--- src/rtl/wb_sram_pkg.sv ---
// Shared state type and width helpers for the line/SRAM bridge
// and the cache refill path.
`ifndef WB_IDX_W
`define WB_IDX_W(n) wb_sram_pkg::clog2(n)
`endif

package wb_sram_pkg;

    typedef enum logic [1:0] {
        ST_IDLE,
        ST_XFER,
        ST_DONE,
        ST_ERR
    } state_e;

    function automatic int clog2(input int v);
        int r;
        r = 0;
        for (int i = 0; i < 32; i++) begin
            if ((1 << r) < v) r++;
        end
        return r;
    endfunction

    function automatic int be_w(input int word_w);
        return word_w / 8;
    endfunction

    function automatic int lb(input int line_words, input int word_w);
        return clog2(line_words * be_w(word_w));
    endfunction

    // Watchdog counter must hold the timeout value itself; never zero width.
    function automatic int wd_w(input int timeout);
        return (clog2(timeout + 1) < 1) ? 1 : clog2(timeout + 1);
    endfunction

endpackage

--- src/rtl/line_word_seq.sv ---
// Wrapping word index within a line plus a remaining-word count.
// Shared with the cache refill path.
module line_word_seq
    import wb_sram_pkg::*;
#(
    parameter int LINE_WORDS = 16,
    parameter int IDX_W      = `WB_IDX_W(LINE_WORDS)
) (
    input  logic             clkCPU,
    input  logic             rst,
    input  logic             start,
    input  logic [IDX_W-1:0] i0,
    input  logic             advance,
    output logic [IDX_W-1:0] idx,
    output logic             last
);

    logic [IDX_W-1:0] rem;

    always_ff @(posedge clkCPU) begin
        if (rst) begin
            idx <= '0;
            rem <= '0;
        end else if (start) begin
            idx <= i0;
            rem <= IDX_W'(LINE_WORDS - 1);
        end else if (advance) begin
            idx <= idx + IDX_W'(1);
            rem <= rem - IDX_W'(1);
        end
    end

    assign last = (rem == '0);

endmodule

--- src/rtl/wb_line_sram_bridge.sv ---
// Wishbone line slave that moves one cache line word by word to or
// from a narrow SRAM controller, critical word first.
module wb_line_sram_bridge
    import wb_sram_pkg::*;
#(
    parameter int LINE_WORDS  = 16,
    parameter int WORD_W      = 32,
    parameter int ADDR_W      = 32,
    parameter int NAK_TIMEOUT = 1024,
    localparam int LINE_W     = LINE_WORDS * WORD_W,
    localparam int BE_W       = be_w(WORD_W),
    localparam int DM_W       = LINE_WORDS * BE_W
) (
    input  logic              clkCPU,
    input  logic              rst,
    input  logic [ADDR_W-1:0] ws_addr,
    input  logic [LINE_W-1:0] ws_din,
    input  logic [DM_W-1:0]   ws_dm,
    input  logic              ws_cyc,
    input  logic              ws_stb,
    input  logic              ws_we,
    output logic              ws_ack,
    output logic              ws_err,
    output logic [LINE_W-1:0] ws_dout,
    output logic [ADDR_W-1:0] sramAddr,
    output logic [WORD_W-1:0] sramInData,
    output logic [BE_W-1:0]   sramDm,
    output logic              sramStb,
    input  logic [WORD_W-1:0] sramOutData,
    input  logic              sramNak
);

    localparam int LB     = lb(LINE_WORDS, WORD_W);
    localparam int OFF_W  = clog2(BE_W);
    localparam int IDX_W  = `WB_IDX_W(LINE_WORDS);
    localparam int BASE_W = ADDR_W - LB;
    localparam int WD_W   = wd_w(NAK_TIMEOUT);
    localparam logic [WD_W-1:0] WD_MAX = WD_W'(NAK_TIMEOUT);
    localparam bit WD_EN  = (NAK_TIMEOUT != 0);

    state_e state, nstate;

    logic start, adv, last, wd_hit, word_done;
    logic [IDX_W-1:0]  idx, i0_in, w_idx;
    logic [BASE_W-1:0] base_in, base_q, w_base;
    logic              we_q, w_we;
    logic [LINE_W-1:0] din_q, shadow, shadow_nxt;
    logic [DM_W-1:0]   dm_q;
    logic [WORD_W-1:0] w_din;
    logic [BE_W-1:0]   w_dm;
    logic [WD_W-1:0]   wdog;
    logic              addr_unused;

    assign addr_unused = ^ws_addr;
    assign i0_in   = ws_addr[LB-1:OFF_W];
    assign base_in = ws_addr[ADDR_W-1:LB];

    // A skipped write word has sramStb low and retires in its one cycle.
    assign word_done = ~sramStb | ~sramNak;
    assign wd_hit    = WD_EN && (wdog == WD_MAX);

    line_word_seq #(
        .LINE_WORDS(LINE_WORDS),
        .IDX_W     (IDX_W)
    ) u_seq (
        .clkCPU (clkCPU),
        .rst    (rst),
        .start  (start),
        .i0     (i0_in),
        .advance(adv),
        .idx    (idx),
        .last   (last)
    );

    always_ff @(posedge clkCPU) begin
        if (rst) state <= ST_IDLE;
        else     state <= nstate;
    end

    always_comb begin
        nstate = state;
        start  = 1'b0;
        adv    = 1'b0;
        unique case (state)
            ST_IDLE: begin
                if (ws_cyc && ws_stb) begin
                    start  = 1'b1;
                    nstate = ST_XFER;
                end
            end
            ST_XFER: begin
                if (!ws_cyc) begin
                    nstate = ST_IDLE;
                end else if (wd_hit) begin
                    nstate = ST_ERR;
                end else if (word_done) begin
                    adv = 1'b1;
                    if (last) nstate = ST_DONE;
                end
            end
            ST_DONE: nstate = ST_IDLE;
            ST_ERR:  nstate = ST_IDLE;
            default: nstate = ST_IDLE;
        endcase
    end

    // Word to present next: the start word on accept, else the following one.
    assign w_idx  = start ? i0_in : idx + IDX_W'(1);
    assign w_base = start ? base_in : base_q;
    assign w_we   = start ? ws_we : we_q;
    assign w_din  = start ? ws_din[w_idx*WORD_W +: WORD_W]
                          : din_q[w_idx*WORD_W +: WORD_W];
    assign w_dm   = start ? ws_dm[w_idx*BE_W +: BE_W]
                          : dm_q[w_idx*BE_W +: BE_W];

    always_comb begin
        shadow_nxt = shadow;
        if (adv && !we_q && sramStb)
            shadow_nxt[idx*WORD_W +: WORD_W] = sramOutData;
    end

    always_ff @(posedge clkCPU) begin
        if (rst) begin
            ws_ack     <= 1'b0;
            ws_err     <= 1'b0;
            ws_dout    <= '0;
            shadow     <= '0;
            base_q     <= '0;
            we_q       <= 1'b0;
            din_q      <= '0;
            dm_q       <= '0;
            sramAddr   <= '0;
            sramInData <= '0;
            sramDm     <= '0;
            sramStb    <= 1'b0;
            wdog       <= '0;
        end else begin
            ws_ack <= adv & last;
            ws_err <= (state == ST_XFER) && (nstate == ST_ERR);
            shadow <= shadow_nxt;
            // The whole line becomes visible at once, together with ack.
            if (adv && last && !we_q) ws_dout <= shadow_nxt;
            if (start) begin
                base_q <= base_in;
                we_q   <= ws_we;
                din_q  <= ws_din;
                dm_q   <= ws_dm;
            end
            if (start || (adv && !last)) begin
                sramAddr   <= ADDR_W'({w_base, w_idx}) << OFF_W;
                sramInData <= w_we ? w_din : '0;
                sramDm     <= w_we ? w_dm : '0;
                sramStb    <= ~w_we | (|w_dm);
            end else if (nstate != ST_XFER) begin
                sramStb <= 1'b0;
                sramDm  <= '0;
            end
            if (start || adv || nstate != ST_XFER) wdog <= '0;
            else if (sramStb && sramNak)           wdog <= wdog + WD_W'(1);
        end
    end

endmodule
--- config.mk ---
export PLATFORM = sky130hd
export DESIGN_NAME = wb_line_sram_bridge
export DESIGN_NICKNAME = d
export VERILOG_FILES = /design/src/rtl/wb_sram_pkg.sv /design/src/rtl/line_word_seq.sv /design/src/rtl/wb_line_sram_bridge.sv
export SDC_FILE = /design/constraint.sdc
export NUM_CORES = 2
export LEC_CHECK = 0
export ABC_AREA = 0
export CAP_MARGIN = 20
export CORE_MARGIN = 2
export CORE_UTILIZATION = 30
export CTS_CLUSTER_SIZE = 30
export DETAILED_ROUTE_END_ITERATION = 7
export PLACE_DENSITY = 0.5
export SYNTH_ARGS = -nofsm -noshare
export SYNTH_HDL_FRONTEND = slang
export SYNTH_HIERARCHICAL = 1
export SYNTH_SLANG_ARGS = --single-unit
export TNS_END_PERCENT = 20
--- constraint.sdc ---
create_clock -name clkCPU -period 4.5 [get_ports clkCPU]
set_clock_uncertainty 0.15 [all_clocks]
set_input_delay 0.9 -clock clkCPU [delete_from_list [all_inputs] [get_ports clkCPU]]
set_output_delay 0.9 -clock clkCPU [all_outputs]
set_load 0.1 [all_outputs]
==> run metrics <==
# port buffers 1224; final layout net count roughly 10000; DRC viols 0; crit share post-route between 80% and 90%; post-layout util between 30% and 40%; CP Launch Type flip-flop; Worst setup endpoint sramInData[9]; Root Driver clkbuf_16; data required time of the worst path about 5100 ps; Pwr per Cell Area between 400 and 500 nW/µm²; pins over their slew limit 0; Fill cells about 23000; Post-CTS Setup Inserts 0; setup TNS 0 ps; multi-input logic area 31800 µm²; Clock Latency Late Sink ~850 ps; FMAX roughly 0.26 GHz; via count ~66000; DR iter-0 viols 5765; P_int between 20 and 30 mW; sequential area share after synthesis about half; VDD IR-drop max 0.285 mV; top cells by area, synth dfxtp_1 49%, nand2_1 9.8%, a21oi_1 8.0%, a211oi_1 5.9%, nor2_1 5.0%; Slew @ Worst Pin 1320 ps; clock share of power a little over two fifths; # hold bufs at CTS 0; combinational fraction of design power approximately 15%; initial antenna violation count 100; synthesized cell area between 60000 and 70000 µm²; die footprint approximately 240000 µm²; r2r endpoint sramInData[9]; CTS Sinks 1717; Setup crit start u_seq/idx[0]; Worst EP arrival between 4000 and 5000 ps; hpwl dp between 200000 and 250000 µm; number of synthesized flops with an enable pin 0; Synth warnings 6; Num CTS Buffers between 150 and 200; cell taking the most area after synthesis dfxtp_1; final worst slack about 640 ps; top cell type's share of synthesized area about 49%; Distinct cells, synth 69; Net Switching 11.1 mW; fraction of power spent switching nets approximately 29%; Leakage ~33 nW; Post-Place Worst Slack -64.6 ps; Die Y 486 µm; synthesis-to-layout area growth 31.9%; minimum clock period ~3900 ps; Core Area ~230000 µm²; ys flop type dfxtp_1; final WL between 300000 and 400000 µm; syn avg cell area around 8.2 µm²; CTS-repair resized insts 0; Synth Instances approximately 8500; share of layout cells above drive strength 1 7.52%; crit path max fanout 20; DIE WIDTH 486 µm; final hold slack about 290 ps; largest net degree at the start of global routing approximately 180; Post-Place Cell Area around 85000 µm²; Seq. cell area ~34000 µm²; Initial Util 30.2%; # H-tree levels 4; RSZ-0062 raised after global routing no; Antenna Nets Post-Route 0; Final Cell Area a little over 90000 µm²; vias per cell about 5.2; ys async rst share 0%; grt ovf 0; register share of total power between 40% and 50%; Setup CP Type reg -> reg; most frequent cells in the layout 1805 x nand2_1, 1716 x dfxtp_1, 1197 x clkdlybuf4s50_1, 1106 x a21oi_1, 920 x nor2_1; Rows 176; status completed; Setup violations, final 0; GPL Wtd Cong ~0.9; first-pass GRT wire length 443000 µm; Reg2Reg Setup Slack approximately 640 ps; Final Hold Vio Count 0; clock transition at the registers of the reported paths around 60 ps; routed len/inst about 25 µm; drt first pass iters 6; Total GRT Usage between 20 and 30%; R2R cell count 12; most common cell after layout, fill and taps aside nand2_1; critical path endpoint category flip-flop; # IOs ~1200; Longest Clk Path Bufs 3; worst rel slew slack 12.1%; Synth Register Bits roughly 1700; CTS tree done; Max Cap Viol 0; Hold Path Class reg -> reg; vias in the first global route ~61000; Worst R2R Start u_seq/idx[0]
through the flow:
step                power, mW  instances
CTS                      38.2      12600
global placement         21.9      12200
detailed placement       22.0      12200
floorplan                19.4       8515
global route             39.1      12600
finish                   37.9      12600
worst min path at each step:
stage	startpoint	endpoint	slack, ps	cells after the start
6_report	shadow[283]	ws_dout[283]	290	2
5_1_grt	din_q[330]	din_q[330]	320	2
4_1_cts	ws_addr[2]	u_seq/idx[0]	290	3
3_5_place_dp	sramInData[13]	sramInData[13]	290	2
3_3_place_gp	sramInData[9]	sramInData[9]	280	2
2_1_floorplan	wdog[0]	wdog[0]	280	1
kinds of logic (layout without fill, tap and decap cells):
logic type	count (synthesis)	after routing	synth area share (%)
simple gates	3200	3200	18.6
compound gates	2375	2375	20.9
flops	1717	1717	49.4
buf+inv	828	1862	5.08
mux	369	369	5.67
xor+xnor	17	17	0.214
fa+ha+maj	7	7	0.126
other cells	1	64	0.00539
cell usage after synthesis, types with 67 or more instances:
master,instances
nor2_1,925
nor3_1,226
clkbuf_1,478
o21bai_1,173
a31oi_1,174
a21oi_1,1106
o22ai_1,127
mux2i_1,302
a211oi_1,548
dfxtp_1,1717
nor2b_1,67
nand2_1,1820
o21ai_0,106
buf_2,243
critical path, stage by stage, from the launching register on:
cell and delay [ps]:
dfxtp_4 370, ha_1 240, xnor2_1 520, and2_1 290, nor2_4 80, buf_12 150, buf_12 150, buf_4 180
buf_4 160, o21ai_0 520, buf_4 240, o22ai_1 260, o41ai_1 450
area by class of cell:
type	count	area share [%]
inverter	17	0.0777
sequential	1717	37.4
multi-input combinational	5970	34.7
clock buffer	300	6.37
tap	3026	4.12
clock inverter	51	0.763
antenna	62	0.169
timing repair buffer	1494	16.4
sequential cells by signal, summed over array words and instances, names as in the netlist:
signal and cells:
ws_err 1, sramAddr 30, base_q 26, we_q 1, sramDm 4, wdog 11, sramStb 1, sramInData 32
shadow 512, u_seq/rem 4, dm_q 64, u_seq/idx 4, din_q 512, ws_dout 512, state 2, ws_ack 1
metal layers:
metal,track usage (%),wire length [µm]
met2,41.9,150000
met3,4.29,19500
met5,0,106
met1,32.4,132000
met4,14.1,16600
power by group through the flow:
stage / clock (mW) / sequential [mW] / combinational (mW)
2_1_floorplan: 0 / 17.3 / 2.14
3_3_place_gp: 0 / 16.2 / 5.72
3_5_place_dp: 0 / 16.2 / 5.76
4_1_cts: 16.5 / 15.9 / 5.78
5_1_grt: 17.1 / 15.9 / 6.06
6_report: 16.2 / 15.9 / 5.77
No activity file was read; power rests on OpenSTA's default activity.
